$ cat src/rtl/telemetry_tx.sv
// telemetry_tx: periodic/triggered UART telemetry framer (header, channel count, channel words, XOR checksum).
module telemetry_tx #(
    parameter int NUM_CH   = 3,
    parameter int DW       = 12,
    parameter int BAUD_DIV = 434,
    parameter int PERIOD   = 1048576
) (
    input  logic                 clk,
    input  logic                 rst,
    input  logic                 en,
    input  logic                 trig,
    input  logic [NUM_CH*DW-1:0] ch_data,
    output logic                 TX,
    output logic                 busy,
    output logic                 frm_done
);
    localparam int NB = 2*NUM_CH+3;
    localparam int IW = $clog2(NB);
    localparam int BW = $clog2(BAUD_DIV);
    localparam int TW = $clog2(PERIOD);

    typedef enum logic [1:0] {IDLE, START, DATA, STOP} state_t;

    state_t               state_q, state_d;
    logic [BW-1:0]        baud_q, baud_d;
    logic [2:0]           bit_q, bit_d;
    logic [IW-1:0]        idx_q, idx_d;
    logic [TW-1:0]        timer_q, timer_d;
    logic [NUM_CH*DW-1:0] snap_q, snap_d;
    logic                 pend_q, pend_d, done_q, done_d;
    logic                 req, tick, wrap;
    logic [7:0]           frame [NB];
    logic [7:0]           csum, cur;
    logic [15:0]          w;

    always_ff @(posedge clk) begin
        if (rst) begin
            state_q <= IDLE;
            baud_q  <= '0;
            bit_q   <= '0;
            idx_q   <= '0;
            timer_q <= '0;
            snap_q  <= '0;
            pend_q  <= 1'b0;
            done_q  <= 1'b0;
        end else begin
            state_q <= state_d;
            baud_q  <= baud_d;
            bit_q   <= bit_d;
            idx_q   <= idx_d;
            timer_q <= timer_d;
            snap_q  <= snap_d;
            pend_q  <= pend_d;
            done_q  <= done_d;
        end
    end

    assign wrap    = timer_q == TW'(PERIOD-1);
    assign req     = (en && wrap) || trig;
    assign timer_d = (!en || wrap) ? '0 : timer_q + 1'b1;
    assign tick    = baud_q == BW'(BAUD_DIV-1);

    // Whole frame is derived from the snapshot, so the byte index alone selects the outgoing byte.
    always_comb begin
        w        = '0;
        csum     = 8'(NUM_CH);
        frame[0] = 8'hA5;
        frame[1] = 8'(NUM_CH);
        for (int i = 0; i < NUM_CH; i++) begin
            w            = 16'(snap_q[i*DW +: DW]);
            frame[2*i+2] = w[15:8];
            frame[2*i+3] = w[7:0];
            csum         = csum ^ w[15:8] ^ w[7:0];
        end
        frame[NB-1] = csum;
    end

    assign cur      = frame[idx_q];
    assign TX       = state_q == START ? 1'b0 : state_q == DATA ? cur[bit_q] : 1'b1;
    assign busy     = state_q != IDLE;
    assign frm_done = done_q;

    always_comb begin
        state_d = state_q;
        bit_d   = bit_q;
        idx_d   = idx_q;
        snap_d  = snap_q;
        pend_d  = pend_q;
        done_d  = 1'b0;
        baud_d  = (state_q == IDLE || tick) ? '0 : baud_q + 1'b1;
        case (state_q)
            IDLE: if (req || pend_q) begin
                state_d = START;
                snap_d  = ch_data;
                idx_d   = '0;
                pend_d  = 1'b0;
            end
            START: if (tick) begin
                state_d = DATA;
                bit_d   = '0;
            end
            DATA: if (tick) begin
                bit_d   = bit_q + 1'b1;
                state_d = bit_q == 3'd7 ? STOP : DATA;
            end
            default: if (tick) begin
                if (idx_q == IW'(NB-1)) begin
                    state_d = IDLE;
                    done_d  = 1'b1;
                end else begin
                    idx_d   = idx_q + 1'b1;
                    state_d = START;
                end
            end
        endcase
        if (state_q != IDLE && req)
            pend_d = 1'b1;
    end
endmodule

$ cat config.mk
export PLATFORM = sky130hd
export DESIGN_NAME = telemetry_tx
export DESIGN_NICKNAME = d
export VERILOG_FILES = /design/src/rtl/telemetry_tx.sv
export SDC_FILE = /design/constraint.sdc
export NUM_CORES = 1
export LEC_CHECK = 0
export BUFFER_PORTS_ARGS = -buffer_cell sky130_fd_sc_hd__buf_2
export CORE_MARGIN = 3
export CORE_UTILIZATION = 35
export DETAILED_ROUTE_END_ITERATION = 7
export PLACE_DENSITY = 0.52
export SLEW_MARGIN = 20
export SYNTH_ARGS = -nofsm -noshare
export SYNTH_HDL_FRONTEND = slang
export SYNTH_SLANG_ARGS = --single-unit
$ cat constraint.sdc
create_clock -name clk -period 4 [get_ports clk]
set_input_delay 0 -clock clk [delete_from_list [all_inputs] [get_ports clk]]
set_output_delay 0 -clock clk [all_outputs]
set_load 0.01 [all_outputs]
==> results by group <==
Run status
  • Status: finished, final reports clean

Setup path
  • Reg-to-Reg Start: idx_q[1]
  • CP Launch Point: idx_q[1]
  • Crit start category: flip-flop
  • Peak fanout along the critical path: 17
  • Worst EP arrival: 2600 ps
  • Worst EP required: 4000 ps
  • Crit Path Class: flip-flop to primary output
  • Worst Setup End Kind: primary output

Pwr
  • Internal power: 1.53 mW
  • Power per cell area: 488 nW/um^2
  • Switching portion of total power: 33.6%
  • Sequential group share of total power: 40.9%
  • Net load switching power: 0.775 mW
  • Gate power share: 34.2%
  • LEAKAGE: 1.90 nW
  • VDD IR-drop max: 301 uV
  • Clock share of power: 24.9%

Finish
  • Syn-to-layout area delta: 22.0%
  • Commonest non-fill, non-tap cell in the layout: nor2_1
  • # fillers: 991
  • Share of layout cells above drive strength 1: 13.4%
  • Ant. Diodes: 0
  • Finished Core Util: 44.9%
  • Final #Nets: 548
  • Commonest cells after routing, fill and taps aside: nor2_1 (85), dfxtp_1 (76), mux2i_1 (45)

Yosys
  • Sequential area share after synthesis: 39.4%
  • EDFF count, synth: 0
  • Post-synthesis async set-or-reset flop share: 0%
  • Ys Warns: 0
  • Cell variety after synth: 49
  • Register bit total from synthesis: 76
  • Post-Syn Instances: 428
  • Post-synthesis cell area: 3860 sq um
  • Average cell area after synthesis: 9.03 sq um
  • Syn_nets: 479
  • Post-synth top flop: dfxtp_1

Routing
  • Initial DRC Count: 193
  • DR DRC count: 0
  • First-pass DRT Iterations: 4
  • WL/cell: 13.0 um
  • Via density: 4.95
  • Vias post-DR: 3152
  • Routed Wire Length: 8260 um
  • Post-route ant nets: 0

Global route
  • Initial antenna violation count: 0
  • First-pass GRT wire length: 14000 um
  • GRT Util Overall: 13.5%
  • Largest net degree at the start of global routing: 49
  • Overflow after GRT: 0
  • Vias in the first global route: 2983

Floorplan
  • Core area: 10500 sq um
  • Number of I/O pins: 43
  • Die Ht: 111 um
  • Core Rows: 37
  • Die area: 12300 sq um
  • Die Span X: 111 um
  • Initial Util: 36.8%

Timing
  • Worst-margin pin slew: 908 ps
  • Max frequency: 384 MHz
  • Relative slew slack: 39.4%
  • Final clock skew: 7.68 ps
  • Min Tclk post-route: 2600 ps
  • Fin crit share: 65.1%
  • Post-Route Setup TNS: 0 ps
  • Hold slack: 126 ps
  • Final hold vios: 0
  • Fin. max-slew vios: 0
  • RSZ-0062 raised after global routing: false
  • Endpoints failing setup: 0

Job
  • Max Cap Violations: 0

Clocking
  • CTS tree: built
  • CTS Buf Count: 9
  • Max H-tree Level: 3
  • Clk sinks: 76
  • Maximum root-to-sink buffer count: 2
  • Worst-path clk slew: 80 ps
  • # Post-CTS Setup Buffers: 0
  • Root buffer cell: clkbuf_8
  • Post-cts sizing count: 0
  • Skew-Pair Late Insertion Delay: 350 ps

Placed design
  • Number of port buffers: 42
  • Hpwl dp: 5630 um
  • Routability cong.: 0.776

Worst hold path
  • Worst min-delay path category: input port to flip-flop
  • HP Start: trig
## state kept, by name (all words and copies together), names as in the netlist
signal / flops
baud_q: 9
bit_q: 3
frm_done: 1
idx_q: 4
pend_q: 1
snap_q: 36
state_q: 2
timer_q: 20
## per-layer routing
| layer | share of wire (%) | global-route usage [%] | up-vias |
|---|---|---|---|
| met3 | 4.3 | 4.04 | 8 |
| met1 | 48 | 17.6 | 1459 |
| li1 | - | - | 1621 |
| met5 | 0 | 0 | - |
| met2 | 46 | 21.4 | 64 |
| met4 | 0.99 | 4.46 | 0 |
## path summary, 6_finish.rpt
check              endpoint  slack (ps)  cells past startpoint
hold reg to reg   baud_q[0]         490                      1
setup / recovery         TX        1400                      7
hold / removal       pend_q         130                      4
setup reg to reg   idx_q[2]        1690                      8
## power by group through the flow
stage	Combinational, mW	Clock (mW)	Sequential (mW)
after floorplan	0.648	0	0.929
after global placement	0.757	0	0.959
after detailed placement	0.762	0	0.960
after CTS	0.795	0.601	0.943
after global routing	0.880	0.628	0.956
final	0.788	0.574	0.941
## area by class of cell
cell class | instances | area (sq um) | area share [%]
multi-input combinational | 320 | 2210 | 46.8
timing repair buffer | 80 | 588 | 12.5
sequential | 76 | 1520 | 32.3
clock inverter | 4 | 50.0 | 1.06
tap | 136 | 170 | 3.61
clock buffer | 11 | 141 | 3.00
inverter | 10 | 37.5 | 0.796
## per-stage QoR
step,cells,setup slack (ps),power [mW],cell area (sq um)
after CTS,637,1410,2.34,4720
final,637,1400,2.30,4720
after floorplan,428,1900,1.58,3860
after global placement,585,1730,1.72,4150
after global routing,637,1100,2.46,4720
after detailed placement,585,1680,1.72,4150
## logic make-up after synthesis
logic type / share of synthesized area, %
simple gates: 19.3
flops: 39.4
xor+xnor: 11.8
compound gates: 8.74
mux: 13.7
buf+inv: 3.59
fa+ha+maj: 3.56
## critical path, stage by stage (launching register included)
cell and delay (ps):
dfxtp_1 730, nor2b_1 200, nor2b_1 180, a2111oi_0 370
a2111oi_0 110, a211o_1 240, a32oi_1 250, buf_2 180
## what timing repair did
action | in CTS | in global routing
endpoints found under the setup margin | 0 | 0
hold buffers | 37 | 0
hold endpoints to repair | 38 | 0
## synthesized netlist by cell type (2+ instances only)
master | number | share of area, %
nor2_1 | 85 | 8.3
dfxtp_1 | 76 | 39
mux2i_1 | 45 | 12
xnor2_1 | 30 | 6.8
xor2_1 | 22 | 5.0
nand2_1 | 18 | 1.7
nand3_1 | 16 | 2.1
a21oi_1 | 15 | 1.9
clkbuf_1 | 15 | 1.5
ha_1 | 11 | 3.6
inv_1 | 10 | 0.97
nand4_1 | 6 | 0.97
o21ai_0 | 6 | 0.78
nor2b_1 | 5 | 0.81
nor3_1 | 5 | 0.65
a31oi_1 | 4 | 0.65
nor3b_1 | 4 | 0.78
a2111oi_0 | 3 | 0.68
a211oi_1 | 3 | 0.58
and3_1 | 3 | 0.49
and4_1 | 3 | 0.68
buf_2 | 3 | 0.39
mux2_2 | 3 | 0.87
nand2b_1 | 3 | 0.49
a311oi_1 | 2 | 0.45
and4b_1 | 2 | 0.52
buf_1 | 2 | 0.19
buf_6 | 2 | 0.58
mux4_2 | 2 | 1.2
o211ai_1 | 2 | 0.39
o221ai_1 | 2 | 0.45
o22ai_1 | 2 | 0.32
or3_1 | 2 | 0.32
(Power assumes the default switching activity.)
